===== src/rtl/calc_engine.sv =====
// calc_engine: multi-channel add/subtract engine.
// Requests enter over a valid/ready handshake, travel through a fixed-latency
// pipeline and land in a small result FIFO that drains over a second
// valid/ready handshake. Admission is credit based: occupancy counts every
// accepted request that has not yet been popped, so the FIFO cannot overflow.
module calc_engine #(
    parameter int DATA_W     = 8,
    parameter int NUM_CH     = 4,
    parameter int LATENCY    = 2,
    parameter int FIFO_DEPTH = 4,
    localparam int CH_W      = (NUM_CH > 1) ? $clog2(NUM_CH) : 1,
    localparam int PTR_W     = $clog2(FIFO_DEPTH),
    localparam int OCC_W     = PTR_W + 1
) (
    input  logic              clk,
    input  logic              rst,
    input  logic              req_valid,
    output logic              req_ready,
    input  logic [CH_W-1:0]   req_ch,
    input  logic              req_op,
    input  logic [DATA_W-1:0] req_x,
    input  logic [DATA_W-1:0] req_y,
    output logic              rsp_valid,
    input  logic              rsp_ready,
    output logic [CH_W-1:0]   rsp_ch,
    output logic [DATA_W:0]   rsp_z,
    output logic              busy,
    output logic [OCC_W-1:0]  occupancy
);

    localparam int ENT_W = CH_W + DATA_W + 1;
    localparam logic [OCC_W-1:0] DEPTH_OCC = OCC_W'(FIFO_DEPTH);
    localparam logic [PTR_W:0]   PTR_ONE   = (PTR_W + 1)'(1);

    // Reject unsupported configurations while elaborating.
    if (LATENCY < 1 || LATENCY > 4) begin : g_bad_latency
        $error("calc_engine: LATENCY must be within 1..4");
    end
    if (FIFO_DEPTH < 2 || (FIFO_DEPTH & (FIFO_DEPTH - 1)) != 0) begin : g_bad_depth
        $error("calc_engine: FIFO_DEPTH must be a power of two, at least 2");
    end

    logic                 accept;
    logic                 pop;
    logic                 fifo_wr;
    logic [DATA_W:0]      calc_z;
    logic [OCC_W-1:0]     occ_reg;
    logic [PTR_W:0]       wr_ptr_reg;
    logic [PTR_W:0]       rd_ptr_reg;
    logic [ENT_W-1:0]     head;
    logic [ENT_W-1:0]     mem [FIFO_DEPTH];

    assign req_ready = (occ_reg < DEPTH_OCC);
    assign accept    = req_valid && req_ready;
    assign rsp_valid = (wr_ptr_reg != rd_ptr_reg);
    assign pop       = rsp_valid && rsp_ready;
    assign busy      = (occ_reg != '0);
    assign occupancy = occ_reg;

    // Result is computed at capture; the pipeline only carries it along.
    always_comb begin
        calc_z = {1'b0, req_x} + {1'b0, req_y};
        if (req_op) begin
            calc_z = {1'b0, req_x} - {1'b0, req_y};
        end
    end

    // Pipeline stages: valid bits advance every cycle, there is no stall path.
    for (genvar gi = 0; gi < LATENCY; gi++) begin : g_stage
        logic              v_in;
        logic [CH_W-1:0]   ch_in;
        logic [DATA_W:0]   z_in;
        logic              v_reg;
        logic [CH_W-1:0]   ch_reg;
        logic [DATA_W:0]   z_reg;

        if (gi == 0) begin : g_first
            assign v_in  = accept;
            assign ch_in = req_ch;
            assign z_in  = calc_z;
        end else begin : g_next
            assign v_in  = g_stage[gi-1].v_reg;
            assign ch_in = g_stage[gi-1].ch_reg;
            assign z_in  = g_stage[gi-1].z_reg;
        end

        // Stage register; payload only moves alongside a valid token.
        always_ff @(posedge clk) begin
            if (rst) begin
                v_reg <= 1'b0;
            end else begin
                v_reg <= v_in;
            end
            if (v_in) begin
                ch_reg <= ch_in;
                z_reg  <= z_in;
            end
        end
    end

    assign fifo_wr = g_stage[LATENCY-1].v_reg;

    // FIFO storage write; contents need no reset because the pointers gate visibility.
    always_ff @(posedge clk) begin
        if (fifo_wr) begin
            mem[wr_ptr_reg[PTR_W-1:0]] <= {g_stage[LATENCY-1].ch_reg, g_stage[LATENCY-1].z_reg};
        end
    end

    // FIFO pointers with an extra wrap bit to tell full from empty.
    always_ff @(posedge clk) begin
        if (rst) begin
            wr_ptr_reg <= '0;
            rd_ptr_reg <= '0;
        end else begin
            if (fifo_wr) begin
                wr_ptr_reg <= wr_ptr_reg + PTR_ONE;
            end
            if (pop) begin
                rd_ptr_reg <= rd_ptr_reg + PTR_ONE;
            end
        end
    end

    // Credit counter: accepted but not yet popped.
    always_ff @(posedge clk) begin
        if (rst) begin
            occ_reg <= '0;
        end else if (accept && !pop) begin
            occ_reg <= occ_reg + OCC_W'(1);
        end else if (!accept && pop) begin
            occ_reg <= occ_reg - OCC_W'(1);
        end
    end

    // Head entry is shown only while valid so stale memory never leaks out.
    assign head   = mem[rd_ptr_reg[PTR_W-1:0]];
    assign rsp_ch = rsp_valid ? head[ENT_W-1 -: CH_W] : '0;
    assign rsp_z  = rsp_valid ? head[DATA_W:0] : '0;

endmodule


===== config.mk =====
export PLATFORM = sky130hd
export DESIGN_NAME = calc_engine
export DESIGN_NICKNAME = d
export VERILOG_FILES = /design/src/rtl/calc_engine.sv
export SDC_FILE = /design/constraint.sdc
export NUM_CORES = 1
export LEC_CHECK = 0
export BUFFER_PORTS_ARGS = -buffer_cell sky130_fd_sc_hd__buf_2
export CAP_MARGIN = 20
export CORE_MARGIN = 5
export CORE_UTILIZATION = 60
export CTS_BUF_LIST = sky130_fd_sc_hd__clkbuf_4 sky130_fd_sc_hd__clkbuf_8 sky130_fd_sc_hd__clkbuf_16
export DETAILED_ROUTE_END_ITERATION = 7
export PLACE_DENSITY = 0.8
export SYNTH_ARGS = -nofsm -noshare
export SYNTH_HDL_FRONTEND = slang
export SYNTH_SLANG_ARGS = --single-unit

===== constraint.sdc =====
create_clock -name clk -period 7.3 [get_ports clk]
set_input_delay 1.825 -clock clk [delete_from_list [all_inputs] [get_ports clk]]
set_output_delay 1.825 -clock clk [all_outputs]
set_load 0.01 [all_outputs]

== After elaboration in Yosys (flattened, before gate mapping) ==
Memory sizes are Yosys's and may differ from the RTL's. A register that Yosys moved wholly into a read port is not among the register bits.
Index checks and enable logic that the tools add are counted.
Word-level totals
  register bits after elaboration: 33
  memory bits (writable): 44
  output and inout port bits: 17
  memories kept: 1
Memory list
  mem: words 4, bits a word 11, rd ports 1, clocked after memory_dff 1, write ports 1, line 51  | logic [ENT_W-1:0] mem [FIFO_DEPTH];
Operators by class
  $add $sub $neg: 6
  $lt $le $gt $ge: 1
  equal/unequal tests: 1
  muxes and demuxes: 9
  reduce and logical (&&, ||, !) cells: 8
Operator list (count)
  $mux W9: 2
  $add A3 B1 Y3 const B: 3
  $add A8 B8 Y9: 1
  $sub A8 B8 Y9: 1
  $mux W2: 3
  $mux W3: 2
  $logic_and A1 B1 Y1: 4
  $lt A3 B3 Y1 const B: 1
  $ne A3 B3 Y1: 1
  $reduce_bool A3 Y1: 1
  $sub A3 B1 Y3 const B: 1
  $logic_not A1 Y1: 2
  $mux W1: 2
  $reduce_bool A2 Y1: 1

== Depth between registers and ports, before layout ==
  depth in word-level cells: 6
  depth in mapped cells: 11
  gate-level depth less buffers: 11

== Worst setup path after synthesis ==
Ideal clock, no wire load.
  path type: input-to-reg
  from: in req_valid
  to: reg occ_reg[2] (netlist: occupancy[2])
  setup time: 0.071 ns
  arrival time: 3.715 ns
  data required time: 7.229 ns
  setup slack: 3.514 ns
  cell stages on the path: 7
  buffers on the path: 0
  cell sequence: nor2b_1 > ha_1 > inv_1 > fa_1 > xor2_1 > or3_1 > a21oi_1
On the way
  cells in the longest elaborated chain, start to end: 4
  elaborated cells between the ends (all ways): 6
  classes of those cells: mux: 1; reduce/logical: 5
Ends and longest elaborated chain
  start: declaration: line 17  | input logic req_valid,
  $logic_and A1 B1 Y1 (*): line 54  | assign accept = req_valid && req_ready;
  $logic_not A1 Y1: line 131  | end else if (!accept && pop) begin
  $logic_and A1 B1 Y1: line 131
  $reduce_bool A2 Y1 (no source line)
  end signal: assignment: line 130  | occ_reg <= occ_reg + OCC_W'(1);
  end signal: assignment: line 132  | occ_reg <= occ_reg - OCC_W'(1);
  end: declaration: line 47  | logic [OCC_W-1:0] occ_reg;
Every way passes the cells marked *; elsewhere a longest branch is shown, timed or not.
A chain may end at the register's enable or synchronous reset.

==> flow_summary.ini <==
[run_status]
status = completed

[die]
rows = 27
start_util_pct = 62.4
die_width_um = 85.9
fp.dieH_um = 85.9
core_area_mm2 = 0.00554
die-area_mm2 = 0.00738
num_io_pins = 40

[timing]
setup_viol = 0
finalHoldViolCount = 0
setup_tns_ns = 0
skew_ns = 0.00719
timing.final.ws_setup_ns = 3.47
fin_crit_sh_pct = 52.5
relSlewSlack_pct = 37.1
drv_slew = 0
tightestPinTransition_ns = 0.941
fmax_mhz = 261
min_period_ns = 3.83
rsz0062_at_grt = false

[drt]
wl_per_cell_um = 15.9
vias = 1906
ant_nets = 0
wl_mm = 5.56
route.detailed.drc = 0
detail_route.iter0.violations = 115
dr.pass1.iters = 4
routed_via_density = 5.45

[place]
pre_cts_ws_ns = 3.20
dpl_cell_area_mm2 = 0.00373
dpl.hpwl_mm = 3.92
io_buffers = 39
gp_congestion = 0.719

[finish]
diodes = 0
largest_register_ffs = 44
layout.nets = 313
mostFrequentLayoutCell = edfxtp_1
drive_gt1_share_pct = 25.2
fill_cells = 366
area_growth_pct = 14.9
fin_area_mm2 = 0.00397
final_core_util_pct = 71.7
layout_common_cells = edfxtp_1, buf_2, nor2_1

[setup_path]
r2r-end = occupancy[2]
worst_setup_path_start_kind = flop
critPathMaxFanout = 11
critical_path_arrival_ns = 2.01
r2r_cells = 7
crit_type = reg -> out
r2r_setup_slack_ns = 4.78
reg2reg_from = occupancy[2]
crit_end = rsp_ch[0]
crit_path_end_kind = primary output
worstPathRequired_ns = 5.48

[global_routing]
grt_pass1_vias = 1982
grt_max_degree = 15
grt_pass1_wl_mm = 9.14
antenna_found_initial = 0
grt.total_usage_pct = 16.6
gr-total-overflow = 0

[logic_synthesis]
syn_area_mm2 = 0.00346
yosys-top-cells-area = edfxtp_1, dfxtp_1, mux4_2, ha_1, nor2b_1
synthDistinctLibCells = 34
ys_ff_latch = 79
yosysTopAreaCellShare_pct = 57.3
synth_fp_nets = 267
synth_largest_area_cell = edfxtp_1
yosysWarnings = 0
netlist_instances = 227
synth_area_per_cell_um2 = 15.2
yosysSeqAreaShare_pct = 64.8

[power_and_ir_drop]
power_density_mw_per_mm2 = 291
ir_drop_uv = 181
power.leakage_nw = 1.49

[clock_tree]
cts.sinks = 79
cts_buffer_depth = 2
h-tree-depth = 3
clock_latency_ns = 0.33
post_cts_resized = 0
clk_pin_slew_ns = 0.08
cts-root-buf = clkbuf_8
cts_buffers = 9
cts_tree = yes
cts_hold_buf = 0
post_cts_buffers = 0

[job]
cap_violations = 0

[hold_path]
hold_class = reg -> reg
-- how the worst min path moves through the flow --
stage,from,to,depth (start not counted)
after detailed placement,g_stage[0].z_reg[8],g_stage[1].z_reg[8],0
after CTS,g_stage[0].ch_reg[0],g_stage[1].ch_reg[0],0
after global routing,g_stage[0].ch_reg[1],g_stage[1].ch_reg[1],0
final,g_stage[0].z_reg[8],g_stage[1].z_reg[8],0
after floorplan,g_stage[0].ch_reg[0],g_stage[1].ch_reg[0],0
after global placement,g_stage[0].ch_reg[0],g_stage[1].ch_reg[0],0
-- layer usage --
layer  share of wire, %  track usage, %
met5                  0               0
met3                4.6            3.94
met2                 53            29.6
met4                1.9            7.77
met1                 41            18.6
-- power breakdown --
part,internal [mW],switching (mW)
combinational,0.101,0.104
sequential,0.541,0.0335
clock,0.227,0.149
-- worst max-delay path, stage by stage (launching register included) --
cell and delay, ns:
dfxtp_1 0.79, mux4_2 0.61, nor2b_1 0.14, buf_2 0.13
-- per-stage QoR --
stage                     power, mW  cells  hold WS, ns
after detailed placement      0.791    334        0.405
after CTS                      1.17    350        0.423
after global placement        0.783    334        0.401
final                          1.16    350        0.423
after floorplan               0.724    227        0.400
after global routing           1.22    350        0.439
-- cell families after synthesis --
kind of cell,share of synthesized area (%)
flip-flops,64.8
AND/OR/NAND/NOR,8.72
AO/OA/AOI/OAI,4.63
buffers and inverters,2.32
XOR/XNOR,4.56
adder cells (fa/ha/maj),6.58
multiplexers,8.36
-- synth_stat cells (all sizes together) --
library cell and instances:
nor4 3, o31ai 1, buf 2, nor2 19, dfxtp 13, o22ai 1
nand2b 1, xnor2 10, nand3 1, inv 15, mux4 11, o31a 2
and2 4, a21boi 1, o311ai 2, or3 2, fa 2, clkbuf 3
edfxtp 66, o21ai 4, o211ai 1, a21oi 8, xor2 8, ha 15
mux2 1, nor3 5, nor2b 16, o21a 3, or4 4, mux2i 3
-- final cells by class --
class                           instances  area (um2)  area share, %
Timing Repair Buffer                   40         203           5.10
Clock inverter                          7         121           3.06
Sequential cell                        79        2240           56.4
Inverter                               15        56.3           1.42
Multi-Input combinational cell        128        1140           28.6
Tap cell                               72        90.1           2.27
Clock buffer                            9         124           3.12
(Power assumes the default switching activity.)
